**config.mk**
```make
export PLATFORM = sky130hd
export DESIGN_NAME = pcie_tl_tx_arbiter
export DESIGN_NICKNAME = d
export VERILOG_FILES = /design/src/rtl/pcie_tl_pkg.sv /design/src/rtl/pcie_tl_rr_pick.sv /design/src/rtl/pcie_tl_tx_arbiter.sv
export SDC_FILE = /design/constraint.sdc
export NUM_CORES = 1
export LEC_CHECK = 0
export CORE_AREA = 2 2 603 605
export DETAILED_ROUTE_END_ITERATION = 6
export DIE_AREA = 0 0 605 607
export GPL_ROUTABILITY_DRIVEN = 0
export HOLD_SLACK_MARGIN = 0.03
export SYNTH_ARGS = -nofsm -noshare
export SYNTH_HDL_FRONTEND = slang
export SYNTH_SLANG_ARGS = --single-unit
```
**constraint.sdc**
```tcl
create_clock -name clk -period 2.3 [get_ports clk]
set_input_delay 0.23 -clock clk [delete_from_list [all_inputs] [get_ports clk]]
set_output_delay 0.23 -clock clk [all_outputs]
set_load 0.05 [all_outputs]
```
**src/rtl/pcie_tl_pkg.sv**
```systemverilog
// Shared types and constants for the PCIe transaction-layer TX arbiter.
package pcie_tl_pkg;

  localparam int unsigned TLP_HDR_W  = 128;
  localparam int unsigned TLP_DATA_W = 256;

  typedef enum logic [0:0] {
    ARB_IDLE = 1'b0,
    ARB_XFER = 1'b1
  } arb_state_e;

  // One requester beat as seen on a slice of the request bus
  typedef struct packed {
    logic                  sop;
    logic                  eop;
    logic [TLP_HDR_W-1:0]  header;
    logic [TLP_DATA_W-1:0] data;
  } tlp_beat_t;

endpackage

```
**src/rtl/pcie_tl_rr_pick.sv**
```systemverilog
// Combinational round-robin picker: first set request after last_grant, wrapping.
module pcie_tl_rr_pick
  import pcie_tl_pkg::*;
#(
  parameter int unsigned NUM_REQ = 3,
  localparam int unsigned IW = (NUM_REQ > 1) ? $clog2(NUM_REQ) : 1
) (
  input  logic [NUM_REQ-1:0] req,
  input  logic [IW-1:0]      last_grant,
  output logic               found,
  output logic [IW-1:0]      idx
);

  always_comb begin
    found = 1'b0;
    idx   = '0;
    for (int i = 1; i <= int'(NUM_REQ); i++) begin
      if (!found && req[IW'((int'(last_grant) + i) % int'(NUM_REQ))]) begin
        found = 1'b1;
        idx   = IW'((int'(last_grant) + i) % int'(NUM_REQ));
      end
    end
  end

endmodule

```
**src/rtl/pcie_tl_tx_arbiter.sv**
```systemverilog
// Packet-granular round-robin arbiter onto the DLL TX path.
// Optional credit gating when PCIE_TL_ARB_FC_EN is defined.
module pcie_tl_tx_arbiter
  import pcie_tl_pkg::*;
#(
  parameter int unsigned NUM_REQ          = 3,
  parameter int unsigned DATA_WIDTH       = 256,
  parameter int unsigned TLP_HEADER_WIDTH = 128,
  parameter int unsigned CREDIT_WIDTH     = 8,
  parameter int unsigned INIT_CREDITS     = 16,
  localparam int unsigned IW = (NUM_REQ > 1) ? $clog2(NUM_REQ) : 1
) (
  input  logic                                  clk,
  input  logic                                  rst_n,
  input  logic [NUM_REQ-1:0]                    req_valid,
  input  logic [NUM_REQ-1:0]                    req_sop,
  input  logic [NUM_REQ-1:0]                    req_eop,
  input  logic [NUM_REQ*TLP_HEADER_WIDTH-1:0]   req_header,
  input  logic [NUM_REQ*DATA_WIDTH-1:0]         req_data,
  output logic [NUM_REQ-1:0]                    req_ready,
  output logic                                  tx_valid,
  output logic                                  tx_sop,
  output logic                                  tx_eop,
  output logic [TLP_HEADER_WIDTH-1:0]           tx_header,
  output logic [DATA_WIDTH-1:0]                 tx_data,
  input  logic                                  tx_ready,
  input  logic                                  fc_update,
  input  logic [CREDIT_WIDTH-1:0]               fc_credits,
  output logic [IW-1:0]                         grant_id,
  output logic                                  busy,
  output logic                                  err_no_sop
);

  localparam logic [0:0] ST_IDLE = 1'(ARB_IDLE);
  localparam logic [0:0] ST_XFER = 1'(ARB_XFER);

  logic [0:0]         state, state_n;
  logic [IW-1:0]      last_grant, last_n, grant_n;
  logic               grant_take;
  logic               credit_ok;
  logic               pick_found;
  logic [IW-1:0]      pick_idx;
  logic [NUM_REQ-1:0] cand;
  logic               no_sop_seen;

  assign cand        = req_valid & req_sop & {NUM_REQ{credit_ok}};
  assign no_sop_seen = (state == ST_IDLE) && (|(req_valid & ~req_sop));

  pcie_tl_rr_pick #(.NUM_REQ(NUM_REQ)) u_pick (
    .req        (cand),
    .last_grant (last_grant),
    .found      (pick_found),
    .idx        (pick_idx)
  );

`ifdef PCIE_TL_ARB_FC_EN
  localparam logic [CREDIT_WIDTH:0] CRED_MAX = {1'b0, {CREDIT_WIDTH{1'b1}}};
  logic [CREDIT_WIDTH-1:0] credit_cnt;
  logic [CREDIT_WIDTH:0]   credit_sum;

  assign credit_ok = (credit_cnt != '0);

  // Return and consume in the same cycle, saturating at the counter maximum
  always_comb begin
    credit_sum = {1'b0, credit_cnt};
    if (fc_update)  credit_sum = credit_sum + {1'b0, fc_credits};
    if (grant_take) credit_sum = credit_sum - (CREDIT_WIDTH+1)'(1);
    if (credit_sum > CRED_MAX) credit_sum = CRED_MAX;
  end

  always_ff @(posedge clk) begin
    if (!rst_n) credit_cnt <= CREDIT_WIDTH'(INIT_CREDITS);
    else        credit_cnt <= credit_sum[CREDIT_WIDTH-1:0];
  end
`else
  logic unused_fc;
  assign credit_ok = 1'b1;
  assign unused_fc = ^{fc_update, fc_credits, CREDIT_WIDTH'(INIT_CREDITS)};
`endif

  // Next-state: grant whole packets, release on the EOP transfer
  always_comb begin
    state_n    = state;
    grant_n    = grant_id;
    last_n     = last_grant;
    grant_take = 1'b0;
    case (state)
      ST_IDLE: begin
        if (pick_found) begin
          state_n    = ST_XFER;
          grant_n    = pick_idx;
          grant_take = 1'b1;
        end
      end
      ST_XFER: begin
        if (req_valid[grant_id] && tx_ready && req_eop[grant_id]) begin
          state_n = ST_IDLE;
          last_n  = grant_id;
        end
      end
      default: state_n = ST_IDLE;
    endcase
  end

  // Data path is a pure mux of the granted slice
  always_comb begin
    tx_valid  = 1'b0;
    tx_sop    = 1'b0;
    tx_eop    = 1'b0;
    req_ready = '0;
    tx_header = req_header[int'(grant_id)*TLP_HEADER_WIDTH +: TLP_HEADER_WIDTH];
    tx_data   = req_data[int'(grant_id)*DATA_WIDTH +: DATA_WIDTH];
    if (state == ST_XFER) begin
      tx_valid            = req_valid[grant_id];
      tx_sop              = req_sop[grant_id];
      tx_eop              = req_eop[grant_id];
      req_ready[grant_id] = tx_ready;
    end
  end

  always_ff @(posedge clk) begin
    if (!rst_n) begin
      state      <= ST_IDLE;
      last_grant <= IW'(NUM_REQ - 1);
      grant_id   <= '0;
      busy       <= 1'b0;
      err_no_sop <= 1'b0;
    end else begin
      state      <= state_n;
      last_grant <= last_n;
      grant_id   <= grant_n;
      busy       <= (state_n == ST_XFER);
      if (no_sop_seen) err_no_sop <= 1'b1;
    end
  end

endmodule

```
==> Yosys cells after proc, flatten, opt, wreduce, memory -nomap -nowiden <==
Cells that the tools add are included.
{ "word_totals": {"reg_bits": 6, "output_inout_bits": 394} }
{ "op_classes": {"n_reduce_logical": 11, "n_mux": 30, "add_sub_neg": 3, "bitwise": 5, "n_shift": 2, "n_lt_le_gt_ge": 5, "div": 3} }
{ "op_table": {"columns": ["operator", "n"], "rows": [
  ["$shiftx 768x11->256", 1],
  ["$shiftx 384x10->128", 1],
  ["$mod 32x3->32 const B", 3],
  ["$mux 1", 18],
  ["$bmux 1 s2", 6],
  ["$lt 2x4->1 const B", 3],
  ["$and 3x3->3", 3],
  ["$add 2x2->3 const B", 2],
  ["$logic_and 1x1->1", 6],
  ["$mux 2", 3],
  ["$reduce_and 2->1", 2],
  ["$add 2x1->3 const B", 1],
  ["$lt 2x3->1 const B", 1],
  ["$mux 3", 1],
  ["$not 3->3", 1],
  ["$reduce_or 3->1", 1],
  ["$demux 1 s2", 1],
  ["$ge 2x1->1 const B", 1],
  ["$logic_not 1->1", 2],
  ["$pmux 1 s2", 1],
  ["$not 1->1", 1]
]} }

==> Depth between registers and ports, before layout <==
{ "depth": {"ltp_word": 14, "depth_mapped": 7} }

==> Hierarchy <==
Synthesis repeated with hierarchy kept, for this count alone.
{ "unflattened": {"cells_unflattened": 1349, "hier_area_um2": 8390.5} }
{ "by_module_without_submodules": {"columns": ["module", "seq_area_each_um2", "n_inst", "area_each_um2", "cells_per_inst"], "rows": [
  ["pcie_tl_tx_arbiter", 120.1, 1, 8259.2, 1329],
  ["pcie_tl_rr_pick", 0.0, 1, 131.4, 20]
]} }

==> Worst setup path before layout <==
Ideal clock, no wire load.
{ "synth_path": {"kind": "reg-to-output", "startpoint": "reg grant_id[0]", "endpoint": "out req_ready[1]", "path_stages_with_launch": 6, "arrival_time_ns": 2.562, "setup_slack_ns": -0.492, "n_path_buf": 4, "path_cell_list": "dfxtp_1 buf_2 buf_4 buf_4 buf_4 nor3b_1"} }
{ "synth_between": {"elab_chain_len": 6, "word_cells_on_any_way": 7, "cone_classes": "order compare: 2; mux: 3; bitwise: 1; reduce/logical: 1"} }
{ "synth_rtl": {"columns": ["element", "line", "rtl"], "rows": [
  ["start: declaration", "pcie_tl_tx_arbiter.sv:29", "output logic [IW-1:0] grant_id,"],
  ["start signal: assignment", "pcie_tl_tx_arbiter.sv:131", "grant_id <= grant_n;"],
  ["$lt 2x3->1 (not written as such) or $ge 2x1->1 (tied branches)", "pcie_tl_tx_arbiter.sv:117", "req_ready[grant_id] = tx_ready;"],
  ["$logic_and 1x1->1 (not written as such)", "pcie_tl_tx_arbiter.sv:117", null],
  ["$mux 1 (not written as such)", "pcie_tl_tx_arbiter.sv:117", null],
  ["$demux 1 s2 *", "pcie_tl_tx_arbiter.sv:117", null],
  ["$and 3x3->3 (no source line) *", null, null],
  ["$mux 3 *", "pcie_tl_tx_arbiter.sv:113", "if (state == ST_XFER) begin"],
  ["end: declaration", "pcie_tl_tx_arbiter.sv:20", "output logic [NUM_REQ-1:0] req_ready,"]
]} }
Mark *: on every way between the ends. The rest lies on a longest branch, timed or not.

==> Worst setup path after layout <==
{ "layout_path": {"startpoint": "reg grant_id[0]", "endpoint": "out tx_data[109]"} }
{ "layout_between": {"elab_chain_len": 1} }
{ "layout_rtl": {"columns": ["element", "line", "rtl"], "rows": [
  ["$shiftx 768x11->256", "pcie_tl_tx_arbiter.sv:112", "tx_data = req_data[int'(grant_id)*DATA_WIDTH +: DATA_WIDTH];"],
  ["end: declaration", "pcie_tl_tx_arbiter.sv:25", "output logic [DATA_WIDTH-1:0] tx_data,"]
]} }
Every way passes these cells.

==> results.md <==
* Final setup vio count at 1
* Synth warnings at 0
* Final HPWL DP at 314000 um
* Pwr per Cell Area at 649 mW/mm^2
* Hold/Removal Path Class: flop to flop
* Crit path DAT at 2.07 ns
* Cell taking the most area after synthesis: mux2i_1
* Iteration-0 DRC Markers at approximately 1000
* Detailed Route WL at 331000 um
* Overall routing resource usage at approximately 17%
* Total clock sinks at 6
* Flops & latches, synth at 6
* Fin. max-slew vios at 0
* Setup WS post-layout at -0.00164 ns
* Core box area at 0.361 mm^2
* Outcome: finished, violations left
* Fin area at roughly 0.038 mm^2
* Static Leak at 12.3 nW
* Worst endpoint required time at 2.07 ns
* Antenna violations before repair at roughly 460
* Seq/Total Area, Yosys at 1.42%
* WL/cell at 41.8 um
* Final ANT Viol Nets at 0
* Slew margin rel. at a little under two fifths
* TritonCTS buffer count at 3
* Reg2reg start: grant_id[0]
* DRC viols at 0
* Cell variety after synth at 36
* Min Tclk post-route at 2.30 ns
* Met2 GRT Util at 30.3%
* # fillers at between 40000 and 50000
* CTS Buffer Depth at 2
* RSZ-0062 raised after global routing: yes
* Net Sw Power at ~14 mW
* Largest net degree at the start of global routing at 81
* Maximum clock frequency at approximately 430 MHz
* Drt first pass iters at 5
* Crit Path Max Fanout at 18
* Sequential share of power at 0.6%
* CP Launch Type: flop
* Dominant cells by area after synthesis: mux2i_1 46%, o21ai_1 22%, nand2_1 17%
* Total power at 24.5 mW
* Starting Density at 2.34%
* Placed instance area at 0.0362 mm^2
* Total number of vias at 19628
* Die W at 605 um
* Final hold viol count at 0
* Total I/O pin count at 1567
* Final #Nets at around 4100
* Failing checks: setup timing
* Clock slew at reported path FFs at 0.05 ns
* First-pass GRT wire length at around 360000 um
* Placement Rows at approximately 220
* Syn_nets at between 2000 and 3000
* Area grow syn2layout at 346%
* Fin util at between 10% and 20%
* Met1 Use GR at between 10 and 15%
* Max Clock Skew at 0.0118 ns
* Htree depth at 1
* Skew-Pair Late Insertion Delay at approximately 0.25 ns
* Share of cells above drive strength 1 at approximately 34%
* Synthesized instance count at 1350
* Critical path cell sequence: buf_16 > mux2i_2 > buf_4 > o21ai_1 > buf_12
* CP max stage cell: dfxtp_4
* Top Usage Layer GRT: met2
* Worst R2R Path Depth at 8
* CTS tree: built
* Die area at 0.367 mm^2
* Non-Filler Instances at 7918
* Synthesized area at 0.00846 mm^2
* CTS Root Cell: clkbuf_16
* # placed instances at 7724
* Vias per std cell at approximately 2.5
* Switching share of power at 58.7%
* Setup CP Type: flop to output port
* Critical path's largest stage delay at 0.51 ns
* Grt met3 use at 14.1%
* Nature of the critical path endpoint: output port
* Crit path to: tx_data[109]
* Final period util at 100%
* PortBufs at ~1600
* Cell-internal power at 10.1 mW
* Die Y at 607 um
* GRT overflow at 0
* Logic pwr share at 98.1%
* Maximum vdd ir drop at 0.000343 V
* Vias in the first global route at 17780
* Avg Cell Area, Syn at 6.27 um^2
* R2R Path End: last_grant[1]
* Clock share of power at about 1.3%
* Setup crit start: grant_id[0]
* Maxcap violations at 0
* Reg2reg setup slack at 0.21 ns
* Post-synth top area share at 45.9%
* Worst-margin pin slew at 0.945 ns
critical path, delay by kind of cell (launching register included):
kind,cells,cell delay (ns)
AO/OA/AOI/OAI,1,0.18
multiplexers,1,0.32
flip-flops,1,0.51
buffers and inverters,3,0.70
per-stage QoR:
step	worst slack (ns)	TNS, ns	hold WS [ns]
after floorplan	0.00180	0	0.454
after global placement	0.0118	0	0.454
after detailed placement	0.0330	0	0.458
after CTS	-0.106	-0.687	0.470
after global routing	-0.0603	-1.12	0.506
final	-0.00164	-0.00164	0.468
synth_stat cells:
cell type,count
nand2_1,391
mux2i_1,388
o21ai_1,380
buf_2,52
clkbuf_1,49
buf_4,17
buf_6,11
o21ai_0,8
dfxtp_1,6
inv_1,5
buf_1,4
a211oi_1,3
and2_1,3
and3_1,3
ha_1,3
nand3_1,3
a31oi_1,2
nor2_1,2
o211a_1,2
o2bb2ai_1,2
a211o_1,1
a21oi_1,1
a21oi_2,1
a222oi_1,1
a2bb2oi_1,1
nand2b_1,1
nand3b_1,1
nand4_1,1
nand4b_1,1
nor2b_1,1
nor3_1,1
nor3b_1,1
o211ai_1,1
o21a_1,1
o221ai_2,1
o41ai_4,1
layer usage:
layer  up-vias  wire length (um)  share of wire (%)
met1      8705             97400                 29
met3       774             59400                 18
li1       8296                 -                  -
met4       278             11100                3.3
met2      1575            162000                 49
met5         -              1790               0.54
worst min path at each step:
stage	slack, ns	end	cells past startpoint	startpoint
after floorplan	0.45	last_grant[0]	2	last_grant[0]
after global placement	0.45	err_no_sop	1	err_no_sop
after detailed placement	0.46	err_no_sop	1	err_no_sop
after CTS	0.47	err_no_sop	1	err_no_sop
after global routing	0.51	err_no_sop	1	err_no_sop
final	0.47	err_no_sop	1	err_no_sop
state kept, by name, indices dropped and copies added (netlist names):
register	cells
err_no_sop	1
state	1
last_grant	2
grant_id	2
power by group through the flow:
stage	Combinational, mW	Clock [mW]	Sequential, mW
floorplan	9.11	0	0.158
global placement	24.1	0	0.147
detailed placement	24.1	0	0.148
CTS	24.6	0.327	0.145
global route	25.0	0.337	0.148
finish	24.0	0.320	0.144
cell usage in the layout (no fill, tap or decap), types with 5 or more instances in the layout:
master           instances
mux2i_2                 15
nand2_1                390
clkbuf_16                9
buf_4                  118
o21ai_2                371
mux2i_1                344
buf_16                   9
clkdlybuf4s50_1       1163
buf_12                 416
mux2i_4                 29
diode_2                169
inv_1                    5
o21ai_1                 10
o21ai_4                  5
buf_6                   17
area by class of cell:
type                    count  area, um^2  area share (%)
well taps                4794        6000            15.9
diodes                    169         423            1.12
repair buffers           1735       21600            57.2
flip-flops and latches      6         128           0.338
inverters                   5        18.8          0.0498
clock buffers               3        75.1           0.199
multi-input cells        1206        9510            25.2
timing repair:
action                     in CTS  in global routing
buffers inserted                7                  6
hold buffers                    0                  0
gates resized for setup        99                 20
cloned                          3                  6
pin swaps                       1                  0
setup endpoints to repair      77                115
cells by family after synthesis:
group | count (synthesis) | share of synthesized area [%]
AND/OR/NAND/NOR | 409 | 18.6
AO/OA/AOI/OAI | 406 | 25.0
multiplexers | 388 | 45.9
buffers and inverters | 138 | 8.62
flip-flops | 6 | 1.42
adder cells (fa/ha/maj) | 3 | 0.444
Power figures use the tool's default switching activity.
